==> src/rtl/muldiv_ctrl.sv <==
// rtl/muldiv_ctrl.sv - EX-stage multiply/divide sequencer owning the HI/LO registers
module muldiv_ctrl #(
    parameter int MUL_LAT = 2
) (
    input  logic        clk,
    input  logic        resetn,
    input  logic        op_valid,
    input  logic [5:0]  op_sel,
    input  logic [31:0] src_a,
    input  logic [31:0] src_b,
    input  logic        flush,
    output logic        stallreq,
    output logic        busy,
    output logic [31:0] hi,
    output logic [31:0] lo,
    output logic        mul_signed,
    output logic [31:0] mul_ina,
    output logic [31:0] mul_inb,
    input  logic [63:0] mul_result,
    output logic        div_start,
    output logic        div_signed,
    output logic [31:0] div_opa,
    output logic [31:0] div_opb,
    output logic        div_annul,
    input  logic [63:0] div_result,
    input  logic        div_ready
);

    typedef enum logic [1:0] {IDLE, MUL_WAIT, DIV_WAIT, DONE} state_t;

    state_t      state, state_nxt;
    logic [31:0] opa_q, opb_q;
    logic        sign_q;
    logic [3:0]  cnt_q, cnt_nxt;
    logic [31:0] hi_nxt, lo_nxt;
    logic        issue, is_mul, is_div;

    // op_sel order: {mult, multu, div, divu, mthi, mtlo}; non-one-hot selects are no-ops
    assign issue  = (state == IDLE) && op_valid && !flush && $onehot(op_sel);
    assign is_mul = issue && (op_sel[5] || op_sel[4]);
    assign is_div = issue && (op_sel[3] || op_sel[2]);

    assign busy       = (state != IDLE);
    assign mul_ina    = is_mul ? src_a : opa_q;
    assign mul_inb    = is_mul ? src_b : opb_q;
    assign mul_signed = is_mul ? op_sel[5] : ((state == MUL_WAIT) && sign_q);
    assign div_opa    = opa_q;
    assign div_opb    = opb_q;
    assign div_signed = (state == DIV_WAIT) && sign_q;

    always_comb begin
        state_nxt = state;
        cnt_nxt   = cnt_q;
        hi_nxt    = hi;
        lo_nxt    = lo;
        stallreq  = 1'b0;
        div_start = 1'b0;
        div_annul = 1'b0;
        case (state)
            IDLE: begin
                if (is_mul) begin
                    stallreq  = 1'b1;
                    cnt_nxt   = 4'(MUL_LAT - 1);
                    state_nxt = MUL_WAIT;
                end else if (is_div) begin
                    // divide by zero skips the divider and leaves HI/LO untouched
                    stallreq  = 1'b1;
                    state_nxt = (src_b == 32'd0) ? DONE : DIV_WAIT;
                end else if (issue && op_sel[1]) begin
                    hi_nxt = src_a;
                end else if (issue && op_sel[0]) begin
                    lo_nxt = src_a;
                end
            end
            MUL_WAIT: begin
                if (flush) begin
                    state_nxt = IDLE;
                end else begin
                    stallreq = 1'b1;
                    if (cnt_q == 4'd0) begin
                        {hi_nxt, lo_nxt} = mul_result;
                        state_nxt        = DONE;
                    end else begin
                        cnt_nxt = cnt_q - 4'd1;
                    end
                end
            end
            DIV_WAIT: begin
                if (flush) begin
                    div_annul = 1'b1;
                    state_nxt = IDLE;
                end else begin
                    stallreq  = 1'b1;
                    div_start = 1'b1;
                    if (div_ready) begin
                        {hi_nxt, lo_nxt} = div_result;
                        state_nxt        = DONE;
                    end
                end
            end
            DONE: state_nxt = IDLE;
            default: state_nxt = IDLE;
        endcase
    end

    always_ff @(posedge clk or negedge resetn) begin
        if (!resetn) begin
            state  <= IDLE;
            cnt_q  <= 4'd0;
            hi     <= 32'd0;
            lo     <= 32'd0;
            opa_q  <= 32'd0;
            opb_q  <= 32'd0;
            sign_q <= 1'b0;
        end else begin
            state <= state_nxt;
            cnt_q <= cnt_nxt;
            hi    <= hi_nxt;
            lo    <= lo_nxt;
            if (is_mul || is_div) begin
                opa_q  <= src_a;
                opb_q  <= src_b;
                sign_q <= op_sel[5] || op_sel[3];
            end
        end
    end

endmodule

==> config.mk <==
export PLATFORM = sky130hd
export DESIGN_NAME = muldiv_ctrl
export DESIGN_NICKNAME = d
export VERILOG_FILES = /design/src/rtl/muldiv_ctrl.sv
export SDC_FILE = /design/constraint.sdc
export NUM_CORES = 1
export LEC_CHECK = 0
export BUFFER_PORTS_ARGS = -buffer_cell sky130_fd_sc_hd__buf_2
export CORE_AREA = 2 2 158 160
export CTS_CLUSTER_DIAMETER = 40
export DETAILED_ROUTE_END_ITERATION = 12
export DIE_AREA = 0 0 160 162
export GPL_TIMING_DRIVEN = 0
export PLACE_DENSITY = 0.63
export REMOVE_ABC_BUFFERS = 1
export SYNTH_ARGS = -nofsm -noshare
export SYNTH_HDL_FRONTEND = slang
export SYNTH_SLANG_ARGS = --single-unit
==> constraint.sdc <==
create_clock -name clk -period 5.7 [get_ports clk]
set_input_delay 1.14 -clock clk [delete_from_list [all_inputs] [get_ports clk]]
set_output_delay 1.14 -clock clk [all_outputs]
set_load 0.05 [all_outputs]
==> flow_summary.toml <==
[clocking]
cts_hold_buf = 0
clock_sinks = 135
cts_root_buf = "clkbuf_16"
cts_tree = "built"
clk_latency_ns = 0.42
cts_made_buffers = 17
clk_path_buf_depth = 2
clk_pin_slew_ns = 0.06
ctsHtreeMaxLevel = 4

[global_route]
antenna_found_initial = 2
grt_max_degree = 81
grt-ovfl-total = 0
track_usage = 0.1971
grt_pass1_vias = 6748
grt_pass1_wl_mm = 39.50

[yosys]
async_flop_share = 1.000
syn_avg_cell_area_um2 = 12.01
ys_seq_area_frac = 0.4488
synth.distinct_cells = 45
synth_edf_count = 0
yosys_warnings = 0
synth_seq_cells = 135
netlist_area_um2 = 7527
syn_inst = 627
synth_flop_cell = "dfrtp_1"

[placement]
hpwlAfterDp_mm = 18.57
port_buffers = 400
dp_slack_ns = -0.3391
place_congestion = 0.7705
dp.cells = 1308

[job]
maxCapViolCount = 0

[worst_setup_path]
worst-r2r-setup-slack_ns = 2.37
arrival_ns = 4.44
crit_type = "input pin to primary output"
worstPathRequired_ns = 4.56
crit_path_start = "op_sel[0]"
crit-reg2reg-launch = "state[0]"
crit_path_end_kind = "primary output"
cp_max_fo = 21
start_kind = "input pin"
reg2reg_to = "hi[24]"
reg2reg_depth = 8

[sta]
rsz0062_at_grt = "yes"
max_freq_mhz = 179.3
slew_headroom = 0.3029
worstMarginPinSlew_ns = 1.036
drv_slew = 0
setup_viol = 0
period_minus_slack_ns = 5.579
finalCritPeriodShare = 0.9787
hold_violations = 0
fin_worst_skew_ns = 0.009561
fin_ws_ns = 0.1215

[floorplanning]
start_util = 0.3123
dieArea_um2 = 25920
fp-row-count = 57
die_w_um = 160
die_h_um = 162
num_io_pins = 401
core_um2 = 24110

[routing]
dr.pass1.iters = 6
wl_met2_mm = 12.86
wirelength_mm = 25.91
wl_met3_mm = 1.700
drc = 0
ant_nets = 0
wl_met1_mm = 10.87
via_per_inst = 4.961
wl_per_cell_um = 19.21
detail_route.iter0.violations = 349
topRoutingLayerUsed = "met5"
num_vias = 6692

[final_layout]
area_growth_pct = 44.78
layout-drive-gt1-share = 0.6348
final_nets = 1226
stdcell_count = 1349

[min_path]
hp-start = "lo[24]"
hold_class = "register to register"
hold_path_depth = 1
worstHoldEndpoint = "lo[24]"

[outcome]
status = "completed"
-- layout make-up --
| cell class | instances | area, um2 |
|---|---|---|
| Antenna cell | 1 | 2.502 |
| Multi-Input combinational cell | 430 | 3916 |
| Clock buffer | 18 | 429.2 |
| Tap cell | 324 | 405.4 |
| Fill cell | 2323 | 13210 |
| Timing Repair Buffer | 416 | 2515 |
| Clock inverter | 12 | 202.7 |
| Inverter | 13 | 48.80 |
| Sequential cell | 135 | 3378 |
-- cells in the mapped netlist (all sizes together), types with 3 or more instances --
cell,count,area share
mux2,193,0.30
dfrtp,135,0.45
a21oi,67,0.045
a22oi,64,0.064
nor2,37,0.018
clkbuf,28,0.014
buf,23,0.023
inv,13,0.0065
nor4,9,0.0075
ha,7,0.012
nand2,6,0.0030
nor2b,5,0.0042
fa,3,0.0080
nand2b,3,0.0025
o21ai,3,0.0025
-- how the worst max path moves through the flow --
stage,to,slack [ns],cells past startpoint
6_report,mul_ina[10],0.12,14
5_1_grt,mul_ina[5],-0.03,14
3_5_place_dp,mul_ina[5],-0.34,12
3_3_place_gp,mul_inb[5],-3.77,11
2_1_floorplan,mul_ina[0],-1.74,9
4_1_cts,mul_inb[5],0.05,14
-- cells by family after synthesis --
family / synth area share
AOI/OAI and AO/OA: 0.1305
adders and majority gates: 0.01961
buffers and inverters: 0.04372
DFF: 0.4488
muxes: 0.3063
and+or+nand+nor: 0.05103
-- per-stage QoR --
step | setup TNS (ns) | utilization | area (um2) | hold slack [ns]
2_1_floorplan | -114.90 | - | 7247 | 0.4643
3_3_place_gp | -287.84 | 0.4005 | 9654 | 0.4748
3_5_place_dp | -15.10 | 0.4107 | 9901 | 0.4799
4_1_cts | 0 | 0.4401 | 10610 | 0.4963
5_1_grt | -0.1601 | 0.4521 | 10900 | 0.5107
6_report | 0 | 0.4521 | 10900 | 0.4906
-- sequential cells by signal, summed over array words and instances (netlist names) --
| name | count |
|---|---|
| div_opa | 32 |
| div_opb | 32 |
| hi | 32 |
| lo | 32 |
| cnt_q | 4 |
| state | 2 |
| sign_q | 1 |
-- layer usage --
| layer | global-route usage | up-vias |
|---|---|---|
| li1 | - | 3121 |
| met1 | 0.2418 | 3250 |
| met2 | 0.3402 | 285 |
| met3 | 0.05082 | 34 |
| met4 | 0.06265 | 2 |
| met5 | 0 | - |
-- worst max-delay path, cell delays in order --
cell	delay [ns]
buf_2	0.09
inv_1	0.05
fa_1	0.49
fa_1	0.49
inv_1	0.04
ha_1	0.18
fa_1	0.49
nor4b_4	0.36
buf_6	0.16
o2111ai_4	0.11
buf_4	0.18
buf_16	0.16
mux2_2	0.28
buf_4	0.19
-- repair_timing --
item | in CTS | in global routing
endpoints found under the setup margin | 65 | 63
pin swaps | 2 | 1
gates cloned | 2 | 0
buffers inserted | 7 | 1
resized for setup | 0 | 143
-- cell usage in the layout (no fill, tap or decap), drive strengths merged, types with 2 or more instances in the layout --
cell type and n:
a2111oi 2, a211o 2, a21oi 67, a22oi 64, a32o 2, and2 2, buf 416, bufinv 5
clkbuf 18, clkinv 5, dfrtp 135, fa 3, ha 7, inv 14, mux2 193, mux2i 2
nand2 6, nand2b 3, nand3 2, nand4 2, nor2 37, nor2b 5, nor4 9, o2111ai 2
o21ai 3, or3b 3
Power is not shown: default switching activity piles up to over one toggle a cycle in this logic, so the estimate is an artifact.
